File: src/rtl/fpu_pipe_arbiter.sv
// Round-robin front end for a shared fixed-latency FPU pipe: grants one requester per advance,
// tracks owner/valid alongside the datapath, and stalls the whole pipe on head backpressure.
module fpu_pipe_arbiter #(
    parameter int STAGES = 6,
    parameter int WIDTH  = 32,
    parameter int NREQ   = 4,
    localparam int IDW   = $clog2(NREQ),
    localparam int CW    = $clog2(STAGES + 1)
) (
    input  logic                   clk,
    input  logic                   rst,
    input  logic                   flush,
    input  logic [NREQ-1:0]        req_valid,
    input  logic [NREQ*WIDTH-1:0]  req_data,
    output logic [NREQ-1:0]        req_ready,
    output logic                   pipe_en,
    output logic [WIDTH-1:0]       pipe_in_data,
    input  logic [WIDTH-1:0]       pipe_out_data,
    output logic [NREQ-1:0]        rsp_valid,
    output logic [WIDTH-1:0]       rsp_data,
    input  logic [NREQ-1:0]        rsp_ready,
    output logic [CW-1:0]          inflight,
    output logic                   busy
);

    logic [STAGES-1:0] vld_p;
    logic [IDW-1:0]    id_p [STAGES];
    logic [IDW-1:0]    rr_ptr;
    logic              stall;
    logic              advance;
    logic              found;
    logic [IDW-1:0]    winner;
    logic [NREQ-1:0]   grant;

    // (base + off) mod NREQ, valid because both operands are below NREQ
    function automatic logic [IDW-1:0] wrap_idx(input logic [IDW-1:0] base, input int off);
        int s;
        s = int'(base) + off;
        if (s >= NREQ) s = s - NREQ;
        return IDW'(s);
    endfunction

    assign stall   = vld_p[STAGES-1] & ~rsp_ready[id_p[STAGES-1]];
    assign advance = ~stall | flush;
    assign pipe_en = advance;

    always_comb begin
        found  = 1'b0;
        winner = '0;
        for (int k = 0; k < NREQ; k++) begin
            if (!found && req_valid[wrap_idx(rr_ptr, k)]) begin
                found  = 1'b1;
                winner = wrap_idx(rr_ptr, k);
            end
        end
        grant = found ? (NREQ'(1) << winner) : '0;
    end

    // Nothing is accepted during reset so no request is silently lost
    assign req_ready    = grant & {NREQ{advance & ~flush & ~rst}};
    assign pipe_in_data = found ? WIDTH'(req_data >> (int'(winner) * WIDTH)) : '0;

    always_comb begin
        for (int i = 0; i < NREQ; i++) begin
            rsp_valid[i] = vld_p[STAGES-1] & (id_p[STAGES-1] == IDW'(i));
        end
    end

    assign rsp_data = pipe_out_data;

    // Shadow chain: shifts in lockstep with the datapath enable
    always_ff @(posedge clk) begin
        if (rst) begin
            vld_p  <= '0;
            rr_ptr <= '0;
            for (int k = 0; k < STAGES; k++) begin
                id_p[k] <= '0;
            end
        end else if (advance) begin
            vld_p[0] <= ~flush & found;
            id_p[0]  <= winner;
            for (int k = 1; k < STAGES; k++) begin
                vld_p[k] <= ~flush & vld_p[k-1];
                id_p[k]  <= id_p[k-1];
            end
            if (!flush && found) begin
                rr_ptr <= wrap_idx(winner, 1);
            end
        end
    end

    always_comb begin
        inflight = '0;
        for (int k = 0; k < STAGES; k++) begin
            inflight = inflight + CW'(vld_p[k]);
        end
    end

    assign busy = |vld_p;

endmodule
File: config.mk
export PLATFORM = sky130hd
export DESIGN_NAME = fpu_pipe_arbiter
export DESIGN_NICKNAME = d
export VERILOG_FILES = /design/src/rtl/fpu_pipe_arbiter.sv
export SDC_FILE = /design/constraint.sdc
export NUM_CORES = 1
export LEC_CHECK = 0
export BUFFER_PORTS_ARGS = -buffer_cell sky130_fd_sc_hd__buf_2
export CAP_MARGIN = 20
export CORE_AREA = 4 4 94 96
export CTS_BUF_LIST = sky130_fd_sc_hd__clkbuf_8
export DETAILED_ROUTE_END_ITERATION = 8
export DIE_AREA = 0 0 98 100
export PLACE_DENSITY = 0.67
export SLEW_MARGIN = 20
export SYNTH_ARGS = -nofsm -noshare
export SYNTH_HDL_FRONTEND = slang
export SYNTH_SLANG_ARGS = --single-unit
File: constraint.sdc
create_clock -name clk -period 2.56 [get_ports clk]
set_input_delay 0.256 -clock clk [delete_from_list [all_inputs] [get_ports clk]]
set_output_delay 0.256 -clock clk [all_outputs]
set_load 0.05 [all_outputs]
==> metrics.yaml <==
crit_path_end_kind: "primary output"
p_comb_share_pct: 56.9
grt_setup_unrepaired: "yes"
synth.area.top_cells: "edfxtp_1 (17%), mux2i_1 (16%), a22oi_1 (11%)"
crit_path_start_kind: "flop"
nets: 586
required_ns: 2.30
cts_max_path_buffers: 2
grt_pass1_vias: 2485
ioPinCount: 248
htree_levels: 1
ir_drop_mv: 0.2639
dieArea_um2: 9800
period_needed_ns: 2.745
clock-sinks: 20
cpMaxStageDelayCell: "fa_2"
yosysTopAreaCell: "edfxtp_1"
wl_met3_um: 779
first_pass_iters: 4
overflow: 0
crit_arrival_ns: 2.49
synth_nets: 436
criticalPathCategory: "flop to primary output"
synthDistinctLibCells: 31
max_cap_viol_count: 0
crit_chain: "inv_2 > fa_1 > fa_1 > inv_1 > ha_2 > fa_2 > buf_8"
gp_congestion: 0.9145
synth_top_family_by_area: "compound AO/OA/AOI/OAI gates"
synthXorXnorAreaFrac_pct: 0
coreArea_um2: 8051
fillers: 865
root_buffer: "clkbuf_8"
yosys.area.top_type_share_pct: 16.73
gr-usage-all-layers_pct: 16.44
cts_made_buffers: 3
slowest_delay_ns: 0.54
drt_wl_total_mm: 8.691
drive_gt1_share_pct: 52.32
power_density_nw_per_um2: 506.1
tightest_slew_ns: 0.5623
ant_nets: 0
clk_latency_ns: 0.26
finalHoldViolCount: 0
synth_area_um2: 2153
ys_ff_latch: 20
seq_power_share_pct: 22.7
io_buffers: 183
fin_tns_setup_ns: -0.1943
syn2layout_area_growth_pct: 44.74
synthAdderAreaFrac_pct: 3.951
die_h_um: 100
hpwlAfterDp_mm: 7.471
hold_buffers: 0
grt_max_degree: 26
routed-via-count: 2556
dp_cells: 509
seq_area_frac_synth_pct: 24.17
antenna_found_initial: 1
status: "finished, violations left"
clkPwrFrac_pct: 20.4
path_buf_inv: 3
synthSimpleGateAreaFrac_pct: 12.90
async_reset_ff_share_pct: 0
dr_wl_met2_mm: 4.398
routed.top_layer: "met4"
internal_power_uw: 854.9
dpl_worst_slack_ns: -0.03587
skew_ns: 0.006623
drc_errors: 0
synthesis.yosys.warnings: 0
wl_met1_mm: 3.405
syn_area_per_cell_um2: 8.282
initial_utilization_pct: 26.74
hold_path.class: "primary input to flop"
synthFlopType: "edfxtp_1"
fin_crit_sh_pct: 107.2
max_freq_mhz: 364.3
netlist_instances: 260
p_leak_nw: 1.606
dieWidth_um: 98
final_cells: 515
drt_iter0_drc: 94
synth_most_common_cell: "mux2i_1"
synth-edff-count: 12
synthMuxAreaShare_pct: 16.85
p_sw_uw: 722.4
post_drt_wl_per_cell_um: 16.88
final-setup-viol-count: 2
violations: "setup timing"
synth_compound_area_share_pct: 24.29
maxSlewViolCount: 0
cts_tree: "done"
max-slew-margin-rel_pct: 62.51
p_sw_share_pct: 45.80
fp-row-count: 33
finalWorstSetupSlack_ns: -0.1852
critPathMostFrequentCell: "fa_1"
avgViaCountPerCell: 4.963
clk_pin_slew_worst_paths_ns: 0.08
critPathTopFamily: "adder cells"
synthTopCellsByCount: "mux2i_1 (34), a22oi_1 (32), buf_4 (32)"
grt_pass1_wl_mm: 13.03
cp_max_fo: 2
[layout make-up]
cell class	count	area [um^2]	area share (%)
inverter	13	48.80	1.566
clock inverter	1	30.03	0.9635
multi-input combinational	179	1279	41.03
tap	105	131.4	4.215
antenna	1	2.502	0.08029
clock buffer	3	41.29	1.325
sequential	20	525.5	16.86
timing repair buffer	193	1059	33.96
[stage by stage]
step / utilization [%] / power, mW / hold slack [ns] / area [um^2]
finish: 38.71 / 1.577 / 0.2497 / 3117
global route: 38.71 / 1.654 / 0.2571 / 3117
CTS: 38.43 / 1.576 / 0.2463 / 3094
detailed placement: 37.05 / 1.252 / 0.4836 / 2983
global placement: 37.05 / 1.246 / 0.4627 / 2983
floorplan: - / 1.112 / 0.3288 / 2156
[worst reg2reg max path, cell delays in order, from the launching register on]
cell	delay, ns
edfxtp_1	0.43
mux2_2	0.36
o22a_2	0.33
nor2_1	0.29
nor2_1	0.19
and2_1	0.20
[power by group through the flow]
stage	Combinational (mW)	Clock [mW]	Sequential (mW)
global route	0.953	0.341	0.360
detailed placement	0.887	0	0.365
finish	0.898	0.321	0.358
CTS	0.894	0.324	0.358
global placement	0.882	0	0.364
floorplan	0.750	0	0.362
[final timing paths]
kind	start	endpoint	slack, ns	depth (start not counted)
max	vld_p[0]$_SDFFE_PP0P_	inflight[1]	-0.19	7
min reg2reg	vld_p[1]$_SDFFE_PP0P_	vld_p[2]$_SDFFE_PP0P_	0.50	2
min	rst	rr_ptr[0]$_SDFFE_PP0P_	0.25	2
max reg2reg	id_p[5][1]$_SDFFCE_PN0P_	id_p[1][0]$_SDFFCE_PN0P_	0.52	5
[repair_timing]
item | CTS | global route
pin swaps | 2 | 2
setup endpoints to repair | 29 | 32
buffers inserted | 1 | 0
gates resized for setup | 13 | 6
[metal layers]
metal / up-vias / GRT usage (%)
li1: 1204 / -
met1: 1173 / 20.67
met4: 0 / 3.621
met2: 168 / 28.53
met5: - / 0
met3: 11 / 4.100
[cell usage in the layout, fill, tap and decap left out, types with 2 or more instances in the layout]
master      n
fa_1        2
buf_4       9
a211oi_1    3
buf_8       2
buf_2     177
buf_12      3
or2_2       3
nand2_1     2
o21ai_1    32
dfxtp_2     4
nor3_1      4
clkbuf_8    3
a21oi_1    11
nand3_1     2
edfxtp_1   12
mux2_2      2
and2_1     10
nor2_1     23
clkbuf_4    2
mux2i_1    34
nand2b_1    6
dfxtp_1     4
nand3b_1    3
inv_1      11
a22oi_1    32
inv_2       2
[flip-flops by register name, indices dropped and copies added (netlist names)]
register	flops
id_p	12
vld_p	6
rr_ptr	2
[cell families (layout without fill, tap and decap cells)]
group | Yosys count | after routing
mux | 36 | 36
flops | 20 | 20
other cells | 0 | 1
buf+inv | 61 | 210
compound gates | 83 | 83
fa+ha+maj | 5 | 5
simple gates | 55 | 55
No activity file was read; power rests on OpenSTA's default activity.
